==> config.mk <==
export PLATFORM = sky130hd
export DESIGN_NAME = req_bus_arbiter
export DESIGN_NICKNAME = d
export VERILOG_FILES = /design/src/rtl/cache_types.sv /design/src/rtl/rr_picker.sv /design/src/rtl/req_bus_arbiter.sv
export SDC_FILE = /design/constraint.sdc
export NUM_CORES = 1
export LEC_CHECK = 0
export BUFFER_PORTS_ARGS = -buffer_cell sky130_fd_sc_hd__buf_2
export CAP_MARGIN = 0
export CORE_MARGIN = 4
export CORE_UTILIZATION = 34
export DETAILED_ROUTE_END_ITERATION = 8
export PLACE_DENSITY = 0.83
export SLEW_MARGIN = 20
export SYNTH_ARGS = -nofsm -noshare
export SYNTH_HDL_FRONTEND = slang
export SYNTH_HIERARCHICAL = 1
export SYNTH_SLANG_ARGS = --single-unit
==> constraint.sdc <==
create_clock -name clk -period 2 [get_ports clk]
set_input_delay 0.2 -clock clk [delete_from_list [all_inputs] [get_ports clk]]
set_output_delay 0.2 -clock clk [all_outputs]
set_load 0.05 [all_outputs]
==> src/rtl/cache_types.sv <==
// Shared coherence-bus message types and the arbiter state encoding.
package cache_types;

    typedef struct packed {
        logic [1:0]  cmd;
        logic [31:0] addr;
        logic [3:0]  src;
    } req_msg_t;

    typedef struct packed {
        logic [1:0]  cmd;
        logic [31:0] data;
        logic [3:0]  dst;
    } resp_msg_t;

    typedef enum logic [1:0] {
        ARB_IDLE  = 2'd0,
        ARB_GRANT = 2'd1,
        ARB_BUSY  = 2'd2
    } arb_state_t;

endpackage

==> src/rtl/rr_picker.sv <==
// Combinational round-robin picker: first set request bit scanning upward from last+1.
module rr_picker #(
    parameter int N = 4
) (
    input  logic [N-1:0]         req,
    input  logic [$clog2(N)-1:0] last,
    output logic                 found,
    output logic [$clog2(N)-1:0] winner
);

    localparam int IW = $clog2(N);

    logic [2*N-1:0] dbl_s;
    logic [N-1:0]   rot_s;
    logic [IW:0]    start_s;
    logic [IW:0]    sum_s;
    logic [IW-1:0]  idx_s;

    // Rotate the doubled vector so last+1 lands at bit 0, then take the lowest set bit.
    always_comb begin
        start_s = {1'b0, last} + (IW+1)'(1);
        dbl_s   = {req, req};
        rot_s   = N'(dbl_s >> start_s);
        found   = |rot_s;
        idx_s   = '0;
        for (int i = N - 1; i >= 0; i--) begin
            idx_s = rot_s[i] ? IW'(i) : idx_s;
        end
        sum_s = start_s + {1'b0, idx_s};
        if (sum_s >= (IW+1)'(N)) begin
            winner = IW'(sum_s - (IW+1)'(N));
        end else begin
            winner = IW'(sum_s);
        end
    end

endmodule

==> src/rtl/req_bus_arbiter.sv <==
// Round-robin owner of the shared snooping request bus; broadcasts the owner's message.
module req_bus_arbiter
    import cache_types::*;
#(
    parameter int  N_REQ       = 4,
    parameter int  GNT_TIMEOUT = 15,
    parameter type msg_t       = req_msg_t
) (
    input  logic                     clk,
    input  logic                     rst,
    input  logic [N_REQ-1:0]         req,
    input  logic [N_REQ-1:0]         busy,
    input  msg_t [N_REQ-1:0]         tx,
    output logic [N_REQ-1:0]         gnt,
    output msg_t                     req_bus_msg,
    output logic                     req_bus_valid,
    output logic [$clog2(N_REQ)-1:0] owner,
    output logic                     arb_err
);

    localparam int IW = $clog2(N_REQ);
    localparam int CW = $clog2(GNT_TIMEOUT + 1);

    arb_state_t       state_r, next_state_s;
    logic [IW-1:0]    owner_r, owner_nxt_s;
    logic [IW-1:0]    last_r, last_nxt_s;
    logic [CW-1:0]    cnt_r, cnt_nxt_s;
    logic [N_REQ-1:0] gnt_r, gnt_nxt_s;
    logic             err_r, err_nxt_s;
    logic             pick_found_s;
    logic [IW-1:0]    pick_idx_s;
    logic             own_busy_s;
    logic             own_req_s;
    logic             stray_busy_s;

    rr_picker #(.N(N_REQ)) u_picker (
        .req    (req),
        .last   (last_r),
        .found  (pick_found_s),
        .winner (pick_idx_s)
    );

    assign own_busy_s   = busy[owner_r];
    assign own_req_s    = req[owner_r];
    // gnt_r is zero outside a grant, so in IDLE every busy bit counts as stray.
    assign stray_busy_s = |(busy & ~gnt_r);

    // State and bookkeeping registers.
    always_ff @(posedge clk or negedge rst) begin
        if (!rst) begin
            state_r <= ARB_IDLE;
            owner_r <= '0;
            last_r  <= IW'(N_REQ - 1);
            cnt_r   <= '0;
            gnt_r   <= '0;
            err_r   <= 1'b0;
        end else begin
            state_r <= next_state_s;
            owner_r <= owner_nxt_s;
            last_r  <= last_nxt_s;
            cnt_r   <= cnt_nxt_s;
            gnt_r   <= gnt_nxt_s;
            err_r   <= err_nxt_s;
        end
    end

    // Next-state logic: arbitration, handshake tracking, grant timeout.
    always_comb begin
        next_state_s = state_r;
        owner_nxt_s  = owner_r;
        last_nxt_s   = last_r;
        cnt_nxt_s    = cnt_r;
        gnt_nxt_s    = gnt_r;
        err_nxt_s    = err_r | stray_busy_s;
        case (state_r)
            ARB_IDLE: begin
                if (pick_found_s) begin
                    next_state_s = ARB_GRANT;
                    owner_nxt_s  = pick_idx_s;
                    gnt_nxt_s    = N_REQ'(1) << pick_idx_s;
                    cnt_nxt_s    = '0;
                end else begin
                    gnt_nxt_s    = '0;
                    owner_nxt_s  = '0;
                end
            end
            ARB_GRANT: begin
                if (own_busy_s) begin
                    next_state_s = ARB_BUSY;
                end else if (!own_req_s || (cnt_r >= CW'(GNT_TIMEOUT))) begin
                    // Withdrawal and timeout both release; only timeout is an error.
                    err_nxt_s    = err_r | stray_busy_s | own_req_s;
                    next_state_s = ARB_IDLE;
                    last_nxt_s   = owner_r;
                    gnt_nxt_s    = '0;
                    owner_nxt_s  = '0;
                end else begin
                    cnt_nxt_s    = cnt_r + CW'(1);
                end
            end
            ARB_BUSY: begin
                if (!own_busy_s) begin
                    next_state_s = ARB_IDLE;
                    last_nxt_s   = owner_r;
                    gnt_nxt_s    = '0;
                    owner_nxt_s  = '0;
                end else begin
                    next_state_s = ARB_BUSY;
                end
            end
            default: begin
                next_state_s = ARB_IDLE;
                gnt_nxt_s    = '0;
                owner_nxt_s  = '0;
                cnt_nxt_s    = '0;
            end
        endcase
    end

    // Broadcast mux: zero-latency path from the registered owner's busy/tx.
    always_comb begin
        req_bus_valid = (state_r != ARB_IDLE) && own_busy_s;
        if (req_bus_valid) begin
            req_bus_msg = tx[owner_r];
        end else begin
            req_bus_msg = '0;
        end
    end

    assign gnt     = gnt_r;
    assign owner   = owner_r;
    assign arb_err = err_r;

endmodule

==> impl_metrics.toml <==
[status]
run_status = "complete, but fails checks"
violated_checks = "negative setup slack"

[floorplanning]
design.portCount = 208
floorplan.initialDensity_pct = 35.1
die_h_um = 89.3
die_w_um = 89.3
fp.coreArea_um2 = 6390
core.rowCount = 29
floorplan.die_area_um2 = 7970

[worst_setup_path]
nature_of_the_critical_path_startpoint = "flop"
library_cell_contributing_the_largest_single_delay_on_the_critical_path = "dfstp_2"
worstSetupStartpoint = "last_r[1]"
worst-setup-path-type = "flop to flop"
timing.critical_path.slowest_cell_delay_ns = 0.56
endpoint_class_of_the_critical_path = "flop"
timing.critical_path.depth = 8
worst-endpoint-arrival_ns = 2.28
regToRegEndpoint = "gnt[1]"
rr_startpoint = "last_r[1]"
worstPathRequired_ns = 2.14
critical_path.top_delay_family = "flip-flops"
critical_path.n_buffers_inverters = 0
r2r.worst_path.cells = 8
reg2reg_setup_slack_ns = -0.14
worst_setup_path_endpoint = "gnt[1]"
cp_cell_sequence = "or2b_1, o221ai_2, o21ai_1, ha_2, xnor2_2, xnor2_2, nor2_1, mux2_2"
critical_path.max_fanout = 5
worst_path_most_repeated_cell = "xnor2_2"

[place]
io_buffer_count = 207
preCtsSetupSlack_ns = -0.173
place.gp.congestion = 0.940
dp_cells = 485
place_hpwl_mm = 7.87

[synth]
netlist_area_um2 = 2240
synth_cell_type_count = 42
yosysSeqAreaShare_pct = 16.8
synth.net_count = 372
async_flop_share_pct = 100
netlist_instances = 203
ys.flop_type = "dfrtp_1"
average_size_of_a_mapped_cell_um2 = 11.1
synth_top_area_cell = "mux4_2"
yosys_warnings = 6
synth.area.top_cells = "mux4_2, dfrtp_1, nor2b_1"
synth-edff-count = 0
synth.top_cell.area_share_pct = 40.1
ys_seq_elements = 15

[clock_network]
clockRootBuffer = "clkbuf_8"
tritoncts = "done"
clkSinkCount = 15
clock_latency_ns = 0.25
cts.htree.levels = 1
cts.path.max_buffers = 2
cts-buffers-inserted = 3
clk_pin_slew_worst_paths_ns = 0.06

[timing]
clock.fmax_ghz = 0.467
setup_viol_count_final = 34
timing_max_transition_violations_final = 0
timing.max_slew.rel_slack_pct = 74.7
unrepaired_setup_endpoints_after_global_routing = "true"
fin_hold_viols = 0
minimum_period_implied_by_the_final_worst_setup_slack_ns = 2.14
finalClockSkew_ns = 0.00263
tightestPinTransition_ns = 0.379
post-route-worst-setup-slack_ns = -0.142
period_utilization_post_route_pct = 107

[finish]
nNetsFinal = 601
area_delta_synth_final_pct = 104
finalNonFillerCells = 508
final-seq-area_um2 = 380
antenna_cells_inserted = 0
nFillCells = 439
layout-drive-gt1-share_pct = 80.3
multiInputGateArea_um2 = 2120

[run]
cap_violations = 0

[route]
vias = 2908
detail_route.wl_per_cell_um = 23.7
vias_per_cell = 5.72
drt_pre_antenna_iters = 4
first_iter_violations = 97
ant_nets = 0
route.detailed.drc = 0
postRouteWirelength_mm = 12.1

[power]
power.internal_mw = 3.57
comb_power_share_pct = 89.2
power_switching_share_pct = 48.0
p_seq_share_pct = 7.2
design_power_total_mw = 6.87
leakage_nw = 2.17
net_switching_power_mw = 3.30
clock_power_share_pct = 3.6
pwr_density_cell_nw_per_um2 = 1500
irDropWorstVdd_mv = 1.12

[global_route]
grt_max_degree = 27
grt.total_usage_pct = 25.6
antenna_found_initial = 5
global_route.usage.met1_pct = 27.6
global_route_met3_usage_pct = 9.86
grt.met2_usage_pct = 44.5
first_global_vias = 2963
grt_max_usage_layer = "met2"
globalRoute.totalOverflow = 0
grt_first_pass_wirelength_mm = 15.3

[hold_path]
hold_depth = 3
holdCritPathClass = "primary input to flop"
## per-stage QoR
stage | setup TNS (ns) | area [um2] | hold slack (ns) | util (%)
floorplan | -0.413 | 2560 | -0.0956 | -
global placement | -0.317 | 3700 | 0.120 | 57.9
detailed placement | -0.679 | 3700 | 0.128 | 57.9
CTS | -1.92 | 4260 | 0.214 | 66.8
global route | -5.10 | 4570 | 0.233 | 71.6
finish | -2.69 | 4570 | 0.223 | 71.6
## power groups by stage
stage | combinational, mW | sequential [mW] | clock (mW)
4_1_cts | 5.45 | 0.487 | 0.261
2_1_floorplan | 3.47 | 0.595 | 0
6_report | 6.13 | 0.496 | 0.250
3_3_place_gp | 4.30 | 0.492 | 0
3_5_place_dp | 4.39 | 0.501 | 0
5_1_grt | 6.39 | 0.510 | 0.274
## logic make-up (layout without fill, tap and decap cells)
family                   Yosys count  in the layout  synth area share (%)
multiplexers                      50             50                  45.1
AND/OR/NAND/NOR                   76             76                  20.2
buffers and inverters             28            256                  5.41
XOR/XNOR                           2              2                 0.781
AO/OA/AOI/OAI                     25             25                  7.75
adder cells (fa/ha/maj)            7              7                  3.90
flip-flops                        15             15                  16.8
## area by class of cell
type,count,area share (%)
clock buffers,4,0.985
repair buffers,240,41.2
inverters,12,1.07
multi-input cells,160,46.3
flip-flops and latches,15,8.32
well taps,77,2.11
## cells in the mapped netlist, types with 2 or more instances
| cell type | instances |
|---|---|
| inv_1 | 12 |
| mux4_2 | 40 |
| mux2_2 | 6 |
| clkbuf_1 | 8 |
| nand2_1 | 6 |
| ha_1 | 7 |
| o31ai_1 | 2 |
| nor3b_1 | 2 |
| nor2b_1 | 41 |
| nor2_1 | 4 |
| and3_1 | 3 |
| nor3_1 | 6 |
| nand2b_1 | 2 |
| buf_2 | 7 |
| dfstp_2 | 2 |
| a21oi_1 | 8 |
| nand4_1 | 2 |
| o21ai_0 | 2 |
| nand3_1 | 4 |
| dfrtp_1 | 13 |
| mux2i_1 | 3 |
| xnor2_1 | 2 |
| o211ai_1 | 2 |
## worst min-delay path by stage
stage | start | to | slack (ns)
after floorplan | rst | arb_err | -0.1
after global placement | rst | cnt_r[1] | 0.12
after detailed placement | rst | cnt_r[2] | 0.13
after CTS | busy[0] | arb_err | 0.21
after global routing | busy[0] | arb_err | 0.23
final | busy[0] | arb_err | 0.22
## flip-flops by register name, summed over array words and instances (netlist names)
register / flops
cnt_r: 4
gnt: 4
last_r: 2
owner: 2
state_r: 2
arb_err: 1
## routing by layer
layer	vias up	share of wire (%)
li1	1248	-
met3	62	10
met2	178	53
met4	10	5.0
met5	-	0.57
met1	1410	32
## worst register-to-register path: cells and delay by family (launching register included)
| family | cells | cell delay, ns |
|---|---|---|
| DFF | 1 | 0.56 |
| xor gates and xnor gates | 2 | 0.42 |
| and+or+nand+nor | 2 | 0.35 |
| muxes | 1 | 0.26 |
| AOI/OAI and AO/OA | 2 | 0.25 |
| adders and majority gates | 1 | 0.19 |
## placed cells by master, fill, tap and decap left out, types with 4 or more instances in the layout
cell type  instances
buf_2            168
mux4_2            40
nor2b_4           39
buf_6             27
buf_8             15
buf_4             12
inv_1             11
dfrtp_1           11
a21oi_1            8
buf_16             7
nand2_1            6
buf_12             6
nor3_1             5
ha_1               5
nand3_1            4
nor2_1             4
mux2_4             4
clkbuf_16          4
## timing repair
item | in CTS | in global routing
cloned | 7 | 4
endpoints found under the hold margin | 13 | 0
pin swaps | 3 | 4
resized for setup | 81 | 51
setup endpoints to repair | 44 | 47
hold buffers | 1 | 0
buffers inserted | 7 | 1
(Power assumes the default switching activity.)
